==> src/rtl/alu_seq_pkg.sv <==
// Shared definitions for the ALU sequencer: op codes, instruction field
// positions, FSM encodings and a small decode helper.
package alu_seq_pkg;

  localparam int XLEN   = 32;
  localparam int REG_AW = 3;

  // Op codes carried in instruction bits [31:28]
  localparam logic [3:0] OP_AND = 4'h0;
  localparam logic [3:0] OP_OR  = 4'h1;
  localparam logic [3:0] OP_SUB = 4'h2;
  localparam logic [3:0] OP_EQ  = 4'h3;
  localparam logic [3:0] OP_GT  = 4'h4;
  localparam logic [3:0] OP_LI  = 4'hE;

  // Instruction field positions; bits [18:16] are reserved
  localparam int OP_MSB  = 31;
  localparam int OP_LSB  = 28;
  localparam int RD_MSB  = 27;
  localparam int RD_LSB  = 25;
  localparam int RS1_MSB = 24;
  localparam int RS1_LSB = 22;
  localparam int RS2_MSB = 21;
  localparam int RS2_LSB = 19;
  localparam int IMM_MSB = 15;
  localparam int IMM_LSB = 0;

  typedef enum logic [1:0] {
    ST_IDLE  = 2'd0,
    ST_ISSUE = 2'd1,
    ST_WB    = 2'd2
  } state_t;

  typedef struct packed {
    logic [3:0]        op;
    logic [REG_AW-1:0] rd;
    logic [REG_AW-1:0] rs1;
    logic [REG_AW-1:0] rs2;
    logic [15:0]       imm;
  } instr_t;

  function automatic instr_t decode(input logic [XLEN-1:0] w);
    instr_t d;
    d.op  = w[OP_MSB:OP_LSB];
    d.rd  = w[RD_MSB:RD_LSB];
    d.rs1 = w[RS1_MSB:RS1_LSB];
    d.rs2 = w[RS2_MSB:RS2_LSB];
    d.imm = w[IMM_MSB:IMM_LSB];
    return d;
  endfunction

  function automatic logic is_alu_op(input logic [3:0] op);
    return (op <= OP_GT);
  endfunction

endpackage

==> src/rtl/alu_seq_regfile.sv <==
// 8x32 register file: two combinational read ports, a debug read port and
// one write port. R0 is never written and always reads as zero.
module alu_seq_regfile
  import alu_seq_pkg::*;
#(
  parameter int NREGS = 8
) (
  input  logic              clk,
  input  logic              rst_n,
  input  logic              i_we,
  input  logic [REG_AW-1:0] i_waddr,
  input  logic [XLEN-1:0]   i_wdata,
  input  logic [REG_AW-1:0] i_raddr1,
  input  logic [REG_AW-1:0] i_raddr2,
  input  logic [REG_AW-1:0] i_dbg_addr,
  output logic [XLEN-1:0]   o_rdata1,
  output logic [XLEN-1:0]   o_rdata2,
  output logic [XLEN-1:0]   o_dbg_data
);

  logic [XLEN-1:0] r_regs [NREGS];

  // Register storage: cleared on reset, writes to R0 are discarded
  always_ff @(posedge clk or negedge rst_n) begin
    if (!rst_n) begin
      for (int i = 0; i < NREGS; i++) r_regs[i] <= '0;
    end else if (i_we && (i_waddr != '0)) begin
      r_regs[i_waddr] <= i_wdata;
    end
  end

  // Read ports: R0 decodes to a constant zero
  always_comb begin
    o_rdata1   = (i_raddr1   == '0) ? '0 : r_regs[i_raddr1];
    o_rdata2   = (i_raddr2   == '0) ? '0 : r_regs[i_raddr2];
    o_dbg_data = (i_dbg_addr == '0) ? '0 : r_regs[i_dbg_addr];
  end

endmodule

==> src/rtl/alu_sequencer.sv <==
// Single-issue sequencer: accepts one instruction in IDLE, issues ALU ops to
// an external registered ALU, and writes results back to a local register
// file. Accepting only in IDLE makes back-to-back dependencies safe.
module alu_sequencer
  import alu_seq_pkg::*;
#(
  parameter int NREGS = 8
) (
  input  logic              clk,
  input  logic              rst,
  input  logic              in_valid,
  output logic              in_ready,
  input  logic [XLEN-1:0]   in_instr,
  output logic [3:0]        alu_f,
  output logic [XLEN-1:0]   alu_a,
  output logic [XLEN-1:0]   alu_b,
  input  logic [XLEN-1:0]   alu_y,
  output logic              done,
  output logic [REG_AW-1:0] done_rd,
  output logic [XLEN-1:0]   done_data,
  output logic              err,
  input  logic [REG_AW-1:0] dbg_addr,
  output logic [XLEN-1:0]   dbg_data
);

  state_t              r_state;
  state_t              w_next;
  instr_t              w_dec;
  logic                w_accept;
  logic                w_is_alu;
  logic                w_is_li;
  logic                w_we;
  logic [XLEN-1:0]     w_rdata1;
  logic [XLEN-1:0]     w_rdata2;

  logic [REG_AW-1:0]   r_rd;
  logic [15:0]         r_imm;
  logic                r_is_li;
  logic                r_err;
  logic [3:0]          r_alu_f;
  logic [XLEN-1:0]     r_alu_a;
  logic [XLEN-1:0]     r_alu_b;

  assign w_dec    = decode(in_instr);
  assign w_accept = in_valid && (r_state == ST_IDLE);
  assign w_is_alu = is_alu_op(w_dec.op);
  assign w_is_li  = (w_dec.op == OP_LI);
  assign w_we     = (r_state == ST_WB);

  alu_seq_regfile #(
    .NREGS (NREGS)
  ) u_regfile (
    .clk        (clk),
    .rst_n      (rst),
    .i_we       (w_we),
    .i_waddr    (r_rd),
    .i_wdata    (done_data),
    .i_raddr1   (w_dec.rs1),
    .i_raddr2   (w_dec.rs2),
    .i_dbg_addr (dbg_addr),
    .o_rdata1   (w_rdata1),
    .o_rdata2   (w_rdata2),
    .o_dbg_data (dbg_data)
  );

  // FSM state register
  always_ff @(posedge clk or negedge rst) begin
    if (!rst) r_state <= ST_IDLE;
    else      r_state <= w_next;
  end

  // Next state: ALU ops go through ISSUE, LI goes straight to writeback,
  // illegal ops leave the FSM in IDLE
  always_comb begin
    w_next = r_state;
    case (r_state)
      ST_IDLE: begin
        if (w_accept && w_is_alu)     w_next = ST_ISSUE;
        else if (w_accept && w_is_li) w_next = ST_WB;
      end
      ST_ISSUE: w_next = ST_WB;
      ST_WB:    w_next = ST_IDLE;
      default:  w_next = ST_IDLE;
    endcase
  end

  // Capture destination and immediate of every legal accepted instruction
  always_ff @(posedge clk or negedge rst) begin
    if (!rst) begin
      r_rd    <= '0;
      r_imm   <= '0;
      r_is_li <= 1'b0;
    end else if (w_accept && (w_is_alu || w_is_li)) begin
      r_rd    <= w_dec.rd;
      r_imm   <= w_dec.imm;
      r_is_li <= w_is_li;
    end
  end

  // ALU operand registers: loaded only by an accepted ALU op, so they hold
  // their last-issued values otherwise and never carry an op above GT
  always_ff @(posedge clk or negedge rst) begin
    if (!rst) begin
      r_alu_f <= '0;
      r_alu_a <= '0;
      r_alu_b <= '0;
    end else if (w_accept && w_is_alu) begin
      r_alu_f <= w_dec.op;
      r_alu_a <= w_rdata1;
      r_alu_b <= w_rdata2;
    end
  end

  // One-cycle error pulse for a dropped illegal op
  always_ff @(posedge clk or negedge rst) begin
    if (!rst) r_err <= 1'b0;
    else      r_err <= w_accept && !w_is_alu && !w_is_li;
  end

  // Handshake and writeback outputs, all zero outside WB
  always_comb begin
    in_ready  = (r_state == ST_IDLE);
    done      = 1'b0;
    done_rd   = '0;
    done_data = '0;
    if (r_state == ST_WB) begin
      done      = 1'b1;
      done_rd   = r_rd;
      done_data = r_is_li ? {16'b0, r_imm} : alu_y;
    end
  end

  assign alu_f = r_alu_f;
  assign alu_a = r_alu_a;
  assign alu_b = r_alu_b;
  assign err   = r_err;

endmodule

==> config.mk <==
export PLATFORM = sky130hd
export DESIGN_NAME = alu_sequencer
export DESIGN_NICKNAME = d
export VERILOG_FILES = /design/src/rtl/alu_seq_pkg.sv /design/src/rtl/alu_seq_regfile.sv /design/src/rtl/alu_sequencer.sv
export SDC_FILE = /design/constraint.sdc
export NUM_CORES = 1
export LEC_CHECK = 0
export ABC_AREA = 1
export CAP_MARGIN = 30
export CORE_MARGIN = 4
export CORE_UTILIZATION = 28
export DETAILED_ROUTE_END_ITERATION = 6
export GPL_TIMING_DRIVEN = 0
export PLACE_DENSITY = 0.53
export SYNTH_ARGS = -nofsm -noshare
export SYNTH_HDL_FRONTEND = slang
export SYNTH_SLANG_ARGS = --single-unit
==> constraint.sdc <==
create_clock -name clk -period 3.1 [get_ports clk]
set_input_delay 0.93 -clock clk [delete_from_list [all_inputs] [get_ports clk]]
set_output_delay 0.93 -clock clk [all_outputs]
set_load 0.01 [all_outputs]
==> flow_summary.rst <==
.. list-table::
   :header-rows: 1

   * - Metric
     - Value
   * - Status
     - finished with violations
   * - Failing checks
     - design-rule violations, negative setup slack
   * - Vias in the first global route
     - between 15000 and 20000
   * - Final Hold Slack
     - about 0.30 ns
   * - Final Critical Period
     - 3.146 ns
   * - Inst Count DP
     - 4079
   * - Kind of capture point of the worst setup path
     - output pin
   * - Routability congestion estimate
     - 0.9850
   * - Count of boundary I/O pins
     - roughly 210
   * - Detailed Place HPWL
     - between 70 and 80 mm
   * - Worst IR Drop VDD
     - approximately 350 uV
   * - Unrepaired setup endpoints after global routing
     - yes
   * - Yosys Warn Count
     - 0
   * - Wire length of the first global-routing pass
     - around 140 mm
   * - Post-synthesis cell area
     - roughly 20000 um^2
   * - Clock input transition at the sequential cells of the worst setup and hold paths
     - about 0.050 ns
   * - R2R setup slack
     - between 0.5 and 0.6 ns
   * - Number of max-slew violations in the final report
     - 0
   * - Required time reported for the critical path endpoint
     - 2.17 ns
   * - Initial Utilization
     - ~28%
   * - Net count after synthesis
     - 3010
   * - Leak
     - approximately 13 nW
   * - TritonCTS clock tree
     - built
   * - Main combinational cell family by area after synthesis
     - simple AND/OR/NAND/NOR gates
   * - Worst setup path class
     - in -> out
   * - Data arrival time at the worst-slack endpoint
     - between 2 and 2.5 ns
   * - Layout Cells excl Fill
     - 4200
   * - Total clock sinks
     - roughly 350
   * - Synthesized instance count
     - around 3000
   * - Iteration count of the initial detailed-routing pass
     - 7
   * - Max Freq
     - about 320 MHz
   * - Xor and xnor area share after synthesis
     - 0%
   * - Area fraction in compound gates after synthesis
     - 10.38%
   * - Overall die height
     - about 270 um
   * - Max-slew headroom at the worst pin
     - between 30% and 40%
   * - Final setup slack of the worst path
     - -0.04629 ns
   * - CP startpoint kind
     - input pin
   * - CTS buffer count
     - 41
   * - Core ar.
     - slightly below 70000 um^2
   * - Max-cap violations
     - 0
   * - PwrDens
     - between 700 and 800 nW/um^2
   * - DR DRC count
     - 1
   * - CP Max Fanout
     - 10
   * - Number of nets in the finished design
     - 3310
   * - Cell breakdown of the critical path
     - clkbuf_8 -> inv_8 -> clkbuf_8 -> nand2_1 -> nand3_1 -> nand3_2 -> nand2_1 -> nor2_2 -> clkdlybuf4s15_2
   * - Pin count of the biggest net entering global routing
     - ~110
   * - Row count
     - 96
   * - Cells on worst reg2reg path
     - 6
   * - Most common cell after layout, fill and taps aside
     - sky130_fd_sc_hd__nand2_1
   * - Proportion of layout cells with a drive suffix above 1
     - between 10% and 20%
   * - Chip Width
     - between 200 and 300 um
   * - H-tree level count
     - 2
   * - Leading cell types in the layout, fill and taps excluded
     - sky130_fd_sc_hd__nand2_1, sky130_fd_sc_hd__nand3_1, sky130_fd_sc_hd__dfrtp_1, sky130_fd_sc_hd__inv_1, sky130_fd_sc_hd__o21ai_0
   * - Fillcell total
     - around 7500
   * - Hold violation total from the final report
     - 0
   * - Count of input and output buffers
     - between 150 and 200
   * - Setup Viol. Count Final
     - 6
   * - Clock latency on the worst-skew pair
     - ~0.59 ns
   * - Fraction of the mapped netlist area in simple logic gates
     - between 30% and 40%
   * - Remaining number of nets flagged by the antenna check after routing
     - 0
   * - Die area
     - 74500 um^2
   * - Sum of overflow across all layers after global routing
     - 0
   * - Final period utilization
     - 101.5%
   * - Count of cell types in the netlist
     - 26
   * - Count of state elements after synthesis
     - roughly 350
   * - Violation count after the first detailed-routing iteration
     - around 2700
   * - Detailed-route wire length per cell
     - between 20 and 25 um
   * - Fraction of the mapped netlist area in adder cells
     - 0%
   * - Portion of netlist area occupied by mux cells
     - 0%
   * - Worst Tran Pin Value
     - approximately 0.95 ns
   * - Critical register-to-register path endpoint
     - alu_b[21]
   * - Library cell used as clock root buffer
     - sky130_fd_sc_hd__clkbuf_16
   * - Clk_skew
     - 0.01179 ns
   * - Routed via count divided by cell count
     - between 5 and 6
   * - Cts hold-fix bufs
     - 0
   * - Post-synthesis area per instance
     - between 6 and 7 um^2
   * - Number of buffers and inverters on the critical path
     - 4
   * - Classification of the worst-slack hold path
     - in -> async
   * - Worst flop-to-flop path startpoint
     - r_state[0]
   * - Antenna violations before repair
     - 5
   * - Overall track demand over capacity in global routing
     - between 20 and 30%
   * - Total vias in the final route
     - roughly 21000
   * - Kind of cell with the highest combined delay on the critical path
     - buffers and inverters
   * - Area added between synthesis and finish
     - 31.13%
   * - CTS max path bufs
     - 3
   * - CP max stage cell
     - sky130_fd_sc_hd__clkdlybuf4s15_2
   * - Highest cell delay on the worst timing path
     - roughly 0.24 ns
   * - Sequential share of the synthesized area
     - about 44%
   * - Wire length reported by the detailed router
     - roughly 100 mm
-- kinds of logic after synthesis --
logic type | after synthesis
buf+inv | 475
simple gates | 1745
flops | 347
compound gates | 373
-- where the power goes --
| group | total [mW] | internal (mW) | switching (mW) |
|---|---|---|---|
| clock | 5.07 | 2.98 | 2.09 |
| combinational | 6.76 | 2.45 | 4.31 |
| sequential | 7.35 | 6.20 | 1.15 |
| total | 19.2 | 11.6 | 7.54 |
-- per-layer routing --
layer	vias up	share of wire (%)	wire length, um	track usage, %
met2	1118	43	41720	39.22
met5	-	0.021	21	0
met3	207	11	10920	6.242
met1	9938	42	41550	35.93
met4	4	4.0	3923	7.175
li1	9877	-	-	-
-- synthesized netlist by cell type (all sizes together) --
cell / instances / area (um^2)
buf: 70 / 310.3
inv: 244 / 915.9
a21oi: 66 / 379.1
nor2: 145 / 556.8
o22ai: 1 / 6.260
nand4: 1 / 6.260
nand3: 370 / 1852
o21ai: 257 / 1286
o211ai: 47 / 352.8
or2: 1 / 8.760
nor3: 6 / 86.33
clkbuf: 158 / 595.6
o21a: 2 / 15.01
dfrtp: 347 / 8683
nand2: 1222 / 4589
clkinv: 3 / 11.26
-- worst max path at each step --
stage / slack [ns] / depth (start not counted) / end / startpoint
4_1_cts: -0.005 / 8 / dbg_data[13] / dbg_addr[1]
3_5_place_dp: -1.55 / 8 / dbg_data[13] / dbg_addr[1]
3_3_place_gp: -15.47 / 1 / r_imm[5] / rst
2_1_floorplan: 0.13 / 7 / dbg_data[14] / dbg_addr[1]
5_1_grt: -0.05 / 8 / dbg_data[15] / dbg_addr[1]
6_report: -0.05 / 9 / dbg_data[15] / dbg_addr[0]
-- worst register-to-register path: cells and delay by family, from the launching register on --
family        cells  cell delay (ns)
buf+inv           1             0.80
simple gates      5             1.28
flops             1             0.42
-- metrics by stage --
stage | util, % | worst slack (ns) | total power [mW] | setup TNS (ns) | cell area, um^2
after global routing | 37.32 | -0.05362 | 20.34 | -0.1292 | 25770
after floorplan | - | 0.1342 | 10.84 | 0 | 19660
after CTS | 37.03 | -0.004627 | 19.05 | -0.009434 | 25570
after global placement | 33.03 | -15.47 | 13.65 | -5433.85 | 22810
final | 37.32 | -0.04629 | 19.18 | -0.1081 | 25770
after detailed placement | 33.24 | -1.551 | 13.71 | -83.72 | 22960
-- what timing repair did --
| action | 4_1_cts | 5_1_grt |
|---|---|---|
| resized for setup | 410 | 65 |
| setup endpoints to repair | 65 | 47 |
| buffers inserted | 47 | 1 |
| pin swaps | 39 | 14 |
| cloned | 0 | 3 |
-- final cells by class --
cell class / count / area [um^2] / share of cell area (%)
clock inverter: 5 / 78.83 / 0.3058
tap: 931 / 1165 / 4.519
inverter: 247 / 943.4 / 3.660
clock buffer: 66 / 1282 / 4.976
sequential: 347 / 8685 / 33.69
antenna: 1 / 2.502 / 0.009709
buffer: 227 / 1341 / 5.204
timing repair buffer: 258 / 2504 / 9.714
multi-input combinational: 2118 / 9773 / 37.92
-- flip-flops by register name, indices dropped and copies added (netlist names) --
register and count:
r_rd 3, err 1, r_state 2, alu_f 4
alu_b 32, alu_a 32, u_regfile.r_regs 256, r_is_li 1
r_imm 16
(Power assumes the default switching activity.)
